### config.mk
export PLATFORM = sky130hd
export DESIGN_NAME = i2s_tx_multi
export DESIGN_NICKNAME = d
export VERILOG_FILES = /design/src/rtl/audio_pkg.sv /design/src/rtl/audio_bck_gen.sv /design/src/rtl/i2s_tx_multi.sv
export SDC_FILE = /design/constraint.sdc
export NUM_CORES = 1
export LEC_CHECK = 0
export BUFFER_PORTS_ARGS = -buffer_cell sky130_fd_sc_hd__buf_4
export CORE_ASPECT_RATIO = 1.5
export CORE_MARGIN = 3
export CORE_UTILIZATION = 35
export DETAILED_ROUTE_END_ITERATION = 10
export GPL_ROUTABILITY_DRIVEN = 1
export SETUP_SLACK_MARGIN = 0.05
export SLEW_MARGIN = 20
export SYNTH_ARGS = -nofsm -noshare
export SYNTH_HDL_FRONTEND = slang
export SYNTH_SLANG_ARGS = --single-unit
### constraint.sdc
create_clock -name clk -period 7.8 [get_ports clk]
set_input_delay 1.17 -clock clk [delete_from_list [all_inputs] [get_ports clk]]
set_output_delay 1.17 -clock clk [all_outputs]
set_load 0.02 [all_outputs]
### src/rtl/audio_pkg.sv
// Shared definitions for the audio serial transmitters: mode encodings and
// the elaboration-time legality check for sample/slot/divider parameters.
package audio_pkg;

    typedef enum logic {
        AUD_MODE_I2S = 1'b0,
        AUD_MODE_LJ  = 1'b1
    } aud_mode_e;

    localparam int AUD_SAMPLE_W_MIN = 8;
    localparam int AUD_SAMPLE_W_MAX = 24;

    // A slot needs one spare BCK so the I2S one-bit delay never spills over.
    function automatic bit aud_cfg_ok(input int sample_w, input int slot_w, input int clk_div);
        return (sample_w >= AUD_SAMPLE_W_MIN) && (sample_w <= AUD_SAMPLE_W_MAX) &&
               (slot_w >= sample_w + 1) && (clk_div >= 1);
    endfunction

endpackage

### src/rtl/audio_bck_gen.sv
// Bit-clock generator: a CLK_DIV divider toggles a registered BCK and flags
// the clk cycle whose closing edge takes BCK from 1 to 0.
module audio_bck_gen #(
    parameter int CLK_DIV = 2
) (
    input  logic clk,
    input  logic reset_n,
    output logic bck,
    output logic fall_stb
);

    localparam int DW = (CLK_DIV > 1) ? $clog2(CLK_DIV) : 1;
    localparam logic [DW-1:0] DIV_LAST = DW'(CLK_DIV - 1);

    logic [DW-1:0] div_q;
    logic [DW-1:0] div_d;
    logic          bck_q;
    logic          bck_d;
    logic          term;

    assign term = (div_q == DIV_LAST);

    always_comb begin
        div_d = div_q;
        bck_d = bck_q;
        if (term) begin
            div_d = '0;
            bck_d = ~bck_q;
        end else begin
            div_d = div_q + DW'(1);
        end
    end

    always_ff @(posedge clk or negedge reset_n) begin
        if (!reset_n) begin
            div_q <= '0;
            bck_q <= 1'b0;
        end else begin
            div_q <= div_d;
            bck_q <= bck_d;
        end
    end

    assign bck      = bck_q;
    assign fall_stb = term && bck_q;

endmodule

### src/rtl/i2s_tx_multi.sv
// Stereo serial audio transmitter (I2S or left-justified) with a one-entry
// holding register refilled by a valid/ready handshake once per frame.
module i2s_tx_multi
    import audio_pkg::*;
#(
    parameter int SAMPLE_W = 16,
    parameter int SLOT_W   = 32,
    parameter int CLK_DIV  = 2
) (
    input  logic                clk,
    input  logic                reset_n,
    input  logic                mode,
    input  logic [SAMPLE_W-1:0] left,
    input  logic [SAMPLE_W-1:0] right,
    input  logic                valid,
    output logic                ready,
    output logic                i2s_bck,
    output logic                i2s_lrck,
    output logic                i2s_data,
    output logic                underrun
);

    localparam int FRAME_BITS = 2 * SLOT_W;
    localparam int BW         = $clog2(FRAME_BITS);
    localparam logic [BW-1:0] B_LAST = BW'(FRAME_BITS - 1);
    localparam logic [BW-1:0] B_SLOT = BW'(SLOT_W);

    if (!aud_cfg_ok(SAMPLE_W, SLOT_W, CLK_DIV)) begin : g_cfg_err
        $error("i2s_tx_multi: illegal SAMPLE_W/SLOT_W/CLK_DIV combination");
    end

    // Serial bit for slot position p of sample s under the given framing.
    function automatic logic data_bit(input logic [SAMPLE_W-1:0] s, input int p,
                                      input aud_mode_e m);
        logic [SAMPLE_W-1:0] sh;
        sh       = '0;
        data_bit = 1'b0;
        if (m == AUD_MODE_LJ) begin
            if (p < SAMPLE_W) begin
                sh       = s >> (SAMPLE_W - 1 - p);
                data_bit = sh[0];
            end
        end else if ((p >= 1) && (p <= SAMPLE_W)) begin
            sh       = s >> (SAMPLE_W - p);
            data_bit = sh[0];
        end
    endfunction

    logic                bck;
    logic                fall_stb;
    logic                frame_start;
    logic                accept;

    logic [BW-1:0]       b_q,        b_d;
    logic                full_q,     full_d;
    logic [SAMPLE_W-1:0] hold_l_q,   hold_l_d;
    logic [SAMPLE_W-1:0] hold_r_q,   hold_r_d;
    logic [SAMPLE_W-1:0] left_sr_q,  left_sr_d;
    logic [SAMPLE_W-1:0] right_sr_q, right_sr_d;
    aud_mode_e           mode_q,     mode_d;
    logic                lrck_q,     lrck_d;
    logic                data_q,     data_d;
    logic                underrun_q, underrun_d;
    int                  pos;

    audio_bck_gen #(
        .CLK_DIV (CLK_DIV)
    ) u_bck_gen (
        .clk      (clk),
        .reset_n  (reset_n),
        .bck      (bck),
        .fall_stb (fall_stb)
    );

    assign frame_start = fall_stb && (b_q == B_LAST);
    assign accept      = valid && !full_q;

    always_comb begin
        b_d        = b_q;
        full_d     = full_q;
        hold_l_d   = hold_l_q;
        hold_r_d   = hold_r_q;
        left_sr_d  = left_sr_q;
        right_sr_d = right_sr_q;
        mode_d     = mode_q;
        lrck_d     = lrck_q;
        data_d     = data_q;
        underrun_d = 1'b0;
        pos        = 0;

        if (fall_stb) begin
            b_d = frame_start ? '0 : b_q + BW'(1);
        end

        if (frame_start) begin
            mode_d = aud_mode_e'(mode);
            if (full_q) begin
                left_sr_d  = hold_l_q;
                right_sr_d = hold_r_q;
                full_d     = 1'b0;
            end else begin
                underrun_d = 1'b1;
            end
        end

        // An accept can coincide with an empty frame start; it fills for the next frame.
        if (accept) begin
            hold_l_d = left;
            hold_r_d = right;
            full_d   = 1'b1;
        end

        // Outputs are recomputed from the post-edge bit position so they only move as BCK falls.
        if (fall_stb) begin
            lrck_d = (b_d >= B_SLOT);
            pos    = lrck_d ? int'(b_d) - SLOT_W : int'(b_d);
            data_d = data_bit(lrck_d ? right_sr_d : left_sr_d, pos, mode_d);
        end
    end

    always_ff @(posedge clk or negedge reset_n) begin
        if (!reset_n) begin
            b_q        <= '0;
            full_q     <= 1'b0;
            hold_l_q   <= '0;
            hold_r_q   <= '0;
            left_sr_q  <= '0;
            right_sr_q <= '0;
            mode_q     <= AUD_MODE_I2S;
            lrck_q     <= 1'b0;
            data_q     <= 1'b0;
            underrun_q <= 1'b0;
        end else begin
            b_q        <= b_d;
            full_q     <= full_d;
            hold_l_q   <= hold_l_d;
            hold_r_q   <= hold_r_d;
            left_sr_q  <= left_sr_d;
            right_sr_q <= right_sr_d;
            mode_q     <= mode_d;
            lrck_q     <= lrck_d;
            data_q     <= data_d;
            underrun_q <= underrun_d;
        end
    end

    assign ready    = !full_q;
    assign i2s_bck  = bck;
    assign i2s_lrck = lrck_q;
    assign i2s_data = data_q;
    assign underrun = underrun_q;

endmodule
==> impl_metrics.csv, run 1 <==
group,metric,value,unit
synthesis,avgSynthCellArea,9.84,µm²
synthesis,synth_top_area_share,47.6,%
grt,busiest_layer,"met2",
synthesis,synth_edf_count,0,
sta,fin_crit,4.35,ns
grt,grt_pass1_wl,15700,µm
cts,cts_resized,0,
cts,insertion_delay,0.34,ns
sta,fin_setup_tns,0,ns
synthesis,async_reset_ff_share,100,%
synthesis,synth-main-ff-cell,"dfrtp_1",
run_status,outcome,"complete, no violations",
layout,multi_input_area,2000,µm²
critical_path,critPathMaxFanout,12,
cts,ctsHoldBuffers,0,
critical_path,critical_path_class,"flip-flop to flip-flop",
run,maxCapViolations,0,
critical_path,r2r-start,"b_q[0]",
critical_path,reg2reg_slack,3.45,ns
layout,area_delta_synth_final,19.9,%
layout,n_fill_cell,1129,
grt,grt_use_met1,19.6,%
detailed_routing,drt-total-wl,9570,µm
synthesis,ys.warnings.count,0,
sta,relSlewSlack,32.8,%
critical_path,crit_path_start_kind,"flip-flop",
layout,nNetsFinal,502,
synthesis,yosysUniqueCellTypes,60,
cts,post_cts_buffers,0,
cts,tritoncts,"built",
grt,grt_use_total,15.7,%
floorplan,core_area,11200,µm²
sta,tightest_slew,1.00,ns
synthesis,synth_area_leader_cell,"dfrtp_1",
detailed_routing,route.detailed.drc,0,
detailed_routing,firstDrtPassIters,4,
detailed_routing,wl_per_cell,15.8,µm
power_and_ir_drop,leakage,0.00226,µW
grt,grt_overflow_total,0,
detailed_routing,final_antenna_net_count,0,
power_and_ir_drop,power_density,200,nW/µm²
cts,cts.path.max_buffers,2,
layout,stdcell_count,605,
grt,antenna_found_initial,0,
synthesis,syn_inst,411,
synthesis,ys_seq_area_share,47.6,%
layout,drive_gt1_share,24.9,%
critical_path,r2r-end,"i2s_data",
worst_hold_path,hold_path.class,"flip-flop to flip-flop",
sta,rsz0062_at_grt,"false",
floorplan,initial_core_util,36.2,%
synthesis,synthTopCellsByCount,"nand2_1, dfrtp_1, mux2_2",
place,io_buffers,40,
layout,antennaDiodeCount,0,
power_and_ir_drop,irDropWorstVdd,0.164,mV
cts,h-tree-depth,3,
power_and_ir_drop,finalPower,971,µW
cts,ctsRootBufferMaster,"clkbuf_16",
cts,cts.sinks,77,
place,gp_congestion,0.887,
cts,clk_pin_slew,0.06,ns
critical_path,reg2regPathDepth,13,
place,dp_hpwl,6880,µm
critical_path,crit_end,"i2s_data",
floorplan,row_count,47,
grt,grt_pass1_vias,3030,
critical_path,cp.required,8.05,ns
detailed_routing,vias,3077,
sta,fmax,0.230,GHz
detailed_routing,viasPerCell,5.09,
sta,report.final.slew_viol_count,0,
synthesis,ys_ff_latch,77,
sta,finalCritPeriodShare,55.8,%
critical_path,endpoint_kind,"flip-flop",
critical_path,arrival,4.60,ns
sta,finalHoldViolations,0,
detailed_routing,drtIter0Drc,151,
sta,clock_skew,0.00965,ns
floorplan,die_area,12900,µm²
grt,grt_util_met2,26.2,%
floorplan,io_pins,41,
grt,grt.met3_usage,2.84,%
synthesis,synthTopCellsByArea,"dfrtp_1, nand2_1, mux2_2",
grt,grt_start_max_net_pins,78,
place,numPlacedInstances,589,
floorplan,fp.dieW,93.8,µm
synthesis,synth_area,4040,µm²
synthesis,yosys.cell_count.top_type,"nand2_1",
cts,cts_buffers,9,
critical_path,startpoint,"b_q[0]",
floorplan,die-height,138,µm
layout,seqCellArea,1930,µm²
sta,setup_violations,0,
==> layout by cell type (no fill, tap or decap), types with 3 or more instances in the layout <==
| cell type | synthesis | final |
|---|---|---|
| nand2_1 | 110 | 110 |
| dfrtp_1 | 77 | 77 |
| buf_4 | 1 | 44 |
| mux2_2 | 33 | 33 |
| nor2_1 | 18 | 18 |
| o21ai_0 | 18 | 18 |
| a21oi_1 | 18 | 18 |
| a31oi_1 | 14 | 14 |
| ha_1 | 13 | 13 |
| inv_1 | 9 | 9 |
| conb_1 | 1 | 9 |
| clkbuf_16 | 0 | 9 |
| o211ai_1 | 6 | 6 |
| mux2i_1 | 5 | 5 |
| nand3_1 | 4 | 4 |
| or3_1 | 4 | 4 |
| and2_1 | 4 | 4 |
| o21a_1 | 4 | 4 |
| a31o_2 | 3 | 3 |
| nor3_1 | 3 | 3 |
| bufinv_16 | 0 | 3 |
| clkbuf_8 | 0 | 3 |
==> state kept, by name, summed over array words and instances (netlist names), 6 cells and up <==
name and count:
right_sr_q 16, left_sr_q 16, hold_l_q 16, b_q 6
hold_r_q 16
==> worst max-delay path, stage by stage (launching register included) <==
cell and delay [ns]:
dfrtp_1 0.44, ha_1 0.29, nand3_2 0.18, nor2_4 0.21, nor2_1 0.16, inv_1 0.34
ha_1 0.37, a31oi_1 0.16, ha_1 0.31, or4b_2 0.58, or4_4 0.43, a2111oi_0 0.46
o2111ai_1 0.20, o211ai_1 0.13
==> cell type report <==
class	count	share of cell area (%)
multi-input combinational	309	41.3
sequential	77	39.7
timing repair buffer	44	6.81
clock buffer	13	5.57
tap	147	3.79
clock inverter	3	1.86
inverter	12	0.955
==> worst min path at each step <==
stage,startpoint,end,slack [ns],cells past startpoint
3_5_place_dp,hold_r_q[9],right_sr_q[9],0.45,2
5_1_grt,hold_r_q[6],right_sr_q[6],0.49,2
2_1_floorplan,hold_r_q[0],right_sr_q[0],0.43,2
4_1_cts,hold_r_q[9],right_sr_q[9],0.47,2
3_3_place_gp,left_sr_q[15],left_sr_q[15],0.45,2
6_report,hold_r_q[9],right_sr_q[9],0.46,2
==> per-layer routing <==
metal / up-vias / wire length [µm]
met2: 65 / 5020
met1: 1479 / 3990
met5: - / 0
met3: 18 / 304
li1: 1515 / -
met4: 0 / 255
==> cells by family after synthesis <==
| kind of cell | Yosys count | share of synthesized area [%] |
|---|---|---|
| buffers and inverters | 33 | 3.81 |
| other | 1 | 0.0927 |
| adder cells (fa/ha/maj) | 13 | 4.02 |
| flip-flops | 77 | 47.6 |
| AO/OA/AOI/OAI | 85 | 14.3 |
| multiplexers | 40 | 11.2 |
| AND/OR/NAND/NOR | 156 | 17.0 |
| XOR/XNOR | 6 | 1.95 |
==> stage by stage <==
| step | hold slack [ns] | cell area, µm² | utilization (%) | setup slack [ns] |
|---|---|---|---|---|
| floorplan | 0.435 | 4070 | - | 3.67 |
| CTS | 0.466 | 4850 | 43.4 | 3.49 |
| finish | 0.461 | 4850 | 43.4 | 3.45 |
| detailed placement | 0.451 | 4490 | 40.2 | 3.56 |
| global route | 0.491 | 4850 | 43.4 | 3.22 |
| global placement | 0.450 | 4490 | 40.2 | 3.71 |
==> report_power, final <==
group | switching (µW) | internal, µW
clock network | 158 | 339
registers | 13.6 | 419
logic | 15.3 | 26.0
total | 187 | 784
Note: power is estimated with default switching activity, not from simulation.
==> inputs of run 2 (changes only) <==
--- a/config.mk
+++ b/config.mk
@@ -5,6 +5,7 @@
 export SDC_FILE = /design/constraint.sdc
 export NUM_CORES = 1
 export LEC_CHECK = 0
+export ABC_AREA = 1
 export BUFFER_PORTS_ARGS = -buffer_cell sky130_fd_sc_hd__buf_4
 export CORE_ASPECT_RATIO = 1.5
 export CORE_MARGIN = 3
==> constraint.sdc (replaced) <==
create_clock -name clk -period 4.5 [get_ports clk]
set_input_delay 0.675 -clock clk [delete_from_list [all_inputs] [get_ports clk]]
set_output_delay 0.675 -clock clk [all_outputs]
set_load 0.02 [all_outputs]
==> run 2 against run 1 <==
Clock-buffer cell count is 3 lower. Largest power group is now sequential cells. Flip-flop and latch count stayed put. Clock power is 30% higher. Fmax is 25% higher. Critical endpoint unchanged.
==> impl_metrics.csv, run 2 <==
group,metric,value,unit
floorplan,initial_core_util,36.3,%
synthesis,synth_area_leader_cell,"dfrtp_1",
power_and_ir_drop,leakage,0.00271,µW
critical_path,arrival,3.74,ns
sta,fin_crit,3.48,ns
synthesis,synth_top_family_by_area,"simple AND/OR/NAND/NOR gates",
synthesis,ys_seq_area_share,45.4,%
cts,h-tree-depth,3,
power_and_ir_drop,irDropWorstVdd,0.162,mV
power_and_ir_drop,sequentialPowerShare,49.8,%
detailed_routing,drtIter0Drc,166,
critical_path,crit_path_start_kind,"flip-flop",
detailed_routing,route.detailed.drc,0,
sta,relSlewSlack,35.9,%
power_and_ir_drop,switchingPower,326,µW
detailed_routing,final_antenna_net_count,0,
run,maxCapViolations,0,
floorplan,io_pins,41,
cts,cts.path.max_buffers,2,
sta,clock_skew,0.00279,ns
layout,n_fill_cell,1170,
place,io_buffers,40,
detailed_routing,wl_per_cell,13.1,µm
sta,tightest_slew,0.962,ns
synthesis,ys.warnings.count,0,
cts,tritoncts,"built",
critical_path,endpoint_kind,"flip-flop",
critical_path,critical_path_class,"flip-flop to flip-flop",
synthesis,yosysUniqueCellTypes,28,
synthesis,avgSynthCellArea,8.06,µm²
sta,rsz0062_at_grt,"false",
floorplan,fp.dieW,96.0,µm
cts,ctsHoldBuffers,0,
power_and_ir_drop,sw_frac_of_total,21.9,%
grt,grt_pass1_wl,16100,µm
sta,hold_ws,0.480,ns
cts,ctsRootBufferMaster,"clkbuf_16",
synthesis,synth_area,4250,µm²
detailed_routing,firstDrtPassIters,5,
grt,grt_use_total,15.3,%
cts,insertion_delay,0.34,ns
floorplan,die_area,13500,µm²
layout,nNetsFinal,619,
worst_hold_path,hold_path.class,"flip-flop to flip-flop",
cts,cts.sinks,77,
sta,setup_violations,0,
floorplan,row_count,48,
detailed_routing,viasPerCell,4.83,
floorplan,core_area,11700,µm²
synthesis,syn_inst,527,
synthesis,synth-main-ff-cell,"dfrtp_1",
layout,stdcell_count,724,
critical_path,critPathMaxFanout,19,
power_and_ir_drop,combPwrFrac,6.7,%
cts,cts_buffers,9,
grt,grt_pass1_vias,3366,
sta,finalCritPeriodShare,77.4,%
power_and_ir_drop,p_int,1160,µW
place,numPlacedInstances,709,
grt,grt_overflow_total,0,
layout,drive_gt1_share,18.1,%
synthesis,yosys.cell_count.top_type,"nand2_1",
layout,final_common_cell,"nand2_1",
synthesis,synthTopCellsByArea,"dfrtp_1, nand2_1, nand3_1",
grt,antenna_found_initial,0,
sta,finalHoldViolations,0,
cts,clk_pin_slew,0.06,ns
layout,final_cell_mix,"nand2_1, dfrtp_1, nand3_1",
cts,post_cts_buffers,0,
power_and_ir_drop,power_density,301,nW/µm²
synthesis,synth_edf_count,0,
sta,fin_setup_tns,0,ns
layout,postLayoutCoreUtil,42.3,%
power_and_ir_drop,clkPwrFrac,43.5,%
layout,antennaDiodeCount,0,
detailed_routing,drt-total-wl,9470,µm
sta,fmax,0.287,GHz
layout,area_delta_synth_final,16.6,%
grt,grt_start_max_net_pins,78,
floorplan,die-height,141,µm
synthesis,ys_ff_latch,77,
synthesis,synth_top_area_share,45.4,%
synthesis,synthAdderAreaFrac,3.83,%
critical_path,reg2reg_slack,1.02,ns
synthesis,synth-xor-area-share,0.619,%
critical_path,cp.required,4.75,ns
place,gp_congestion,0.870,
run_status,outcome,"complete, no violations",
synthesis,synthMuxAreaShare,8.48,%
cts,cts_resized,0,
synthesis,synthTopCellsByCount,"nand2_1, dfrtp_1, nand3_1",
sta,report.final.slew_viol_count,0,
synthesis,synth_compound_area_share,3.77,%
synthesis,synth-simple-area-share,30.9,%
detailed_routing,vias,3494,
place,dp_hpwl,6930,µm
synthesis,async_reset_ff_share,100,%
[run 2: worst max-delay path, cell delays in order, from the launching register on]
cell and delay (ns):
dfrtp_1 0.40, ha_1 0.19, nand2_1 0.09, nor2_4 0.38
nand2_2 0.16, nand2_2 0.31, nand2_1 0.16, clkinv_1 0.12
nand2_1 0.08, nand2_1 0.18, inv_1 0.08, ha_1 0.19
inv_1 0.08, nand4_1 0.11, nor4_1 0.27, nand2_1 0.08
nor2_1 0.10, nand3_1 0.07, nor2_1 0.09, nand3_1 0.09
a21oi_1 0.17
[run 2: stage by stage]
| stage | worst slack, ns | power, µW | area [µm²] |
|---|---|---|---|
| 4_1_cts | 1.02 | 1510 | 4950 |
| 3_5_place_dp | 1.07 | 858 | 4690 |
| 3_3_place_gp | 1.36 | 854 | 4690 |
| 6_report | 1.02 | 1490 | 4950 |
| 5_1_grt | 0.672 | 1560 | 4950 |
| 2_1_floorplan | 1.63 | 806 | 4280 |
[run 2: path summary, 6_finish.rpt]
path | endpoint | cells past startpoint | startpoint
min | left_sr_q[4] | 2 | left_sr_q[4]
min in group asynchronous | hold_r_q[13] | 1 | reset_n
max reg2reg | i2s_data | 20 | b_q[0]
min reg2reg | left_sr_q[4] | 2 | left_sr_q[4]
max | i2s_data | 20 | b_q[0]
max in group asynchronous | b_q[3] | 1 | reset_n
[run 2: cell type report]
type / instances / area (µm²) / share of cell area [%]
clock buffer: 10 / 239 / 4.83
clock inverter: 5 / 27.5 / 0.556
inverter: 49 / 184 / 3.71
multi-input combinational: 389 / 2060 / 41.5
sequential: 77 / 1930 / 38.9
tap: 150 / 188 / 3.79
timing repair buffer: 44 / 330 / 6.67
[run 2: cells by family (layout without fill, tap and decap cells)]
kind of cell / Yosys count / in the layout
compound gates: 25 / 25
fa+ha+maj: 13 / 13
xor+xnor: 3 / 3
mux: 32 / 32
other cells: 1 / 9
buf+inv: 69 / 108
flops: 77 / 77
simple gates: 307 / 307
[run 2: per-layer routing]
metal,vias up,part of all wire [%],GRT usage (%)
met3,29,3.3,2.88
met4,0,3.1,6.90
met1,1621,43,18.9
li1,1773,-,-
met5,-,0,0
met2,71,50,25.4
[run 2: power groups by stage]
| stage | sequential, µW | combinational [µW] | clock, µW |
|---|---|---|---|
| final | 743 | 99.8 | 648 |
| after detailed placement | 755 | 102 | 0 |
| after global placement | 754 | 100 | 0 |
| after global routing | 748 | 113 | 699 |
| after floorplan | 750 | 56.5 | 0 |
| after CTS | 743 | 103 | 669 |
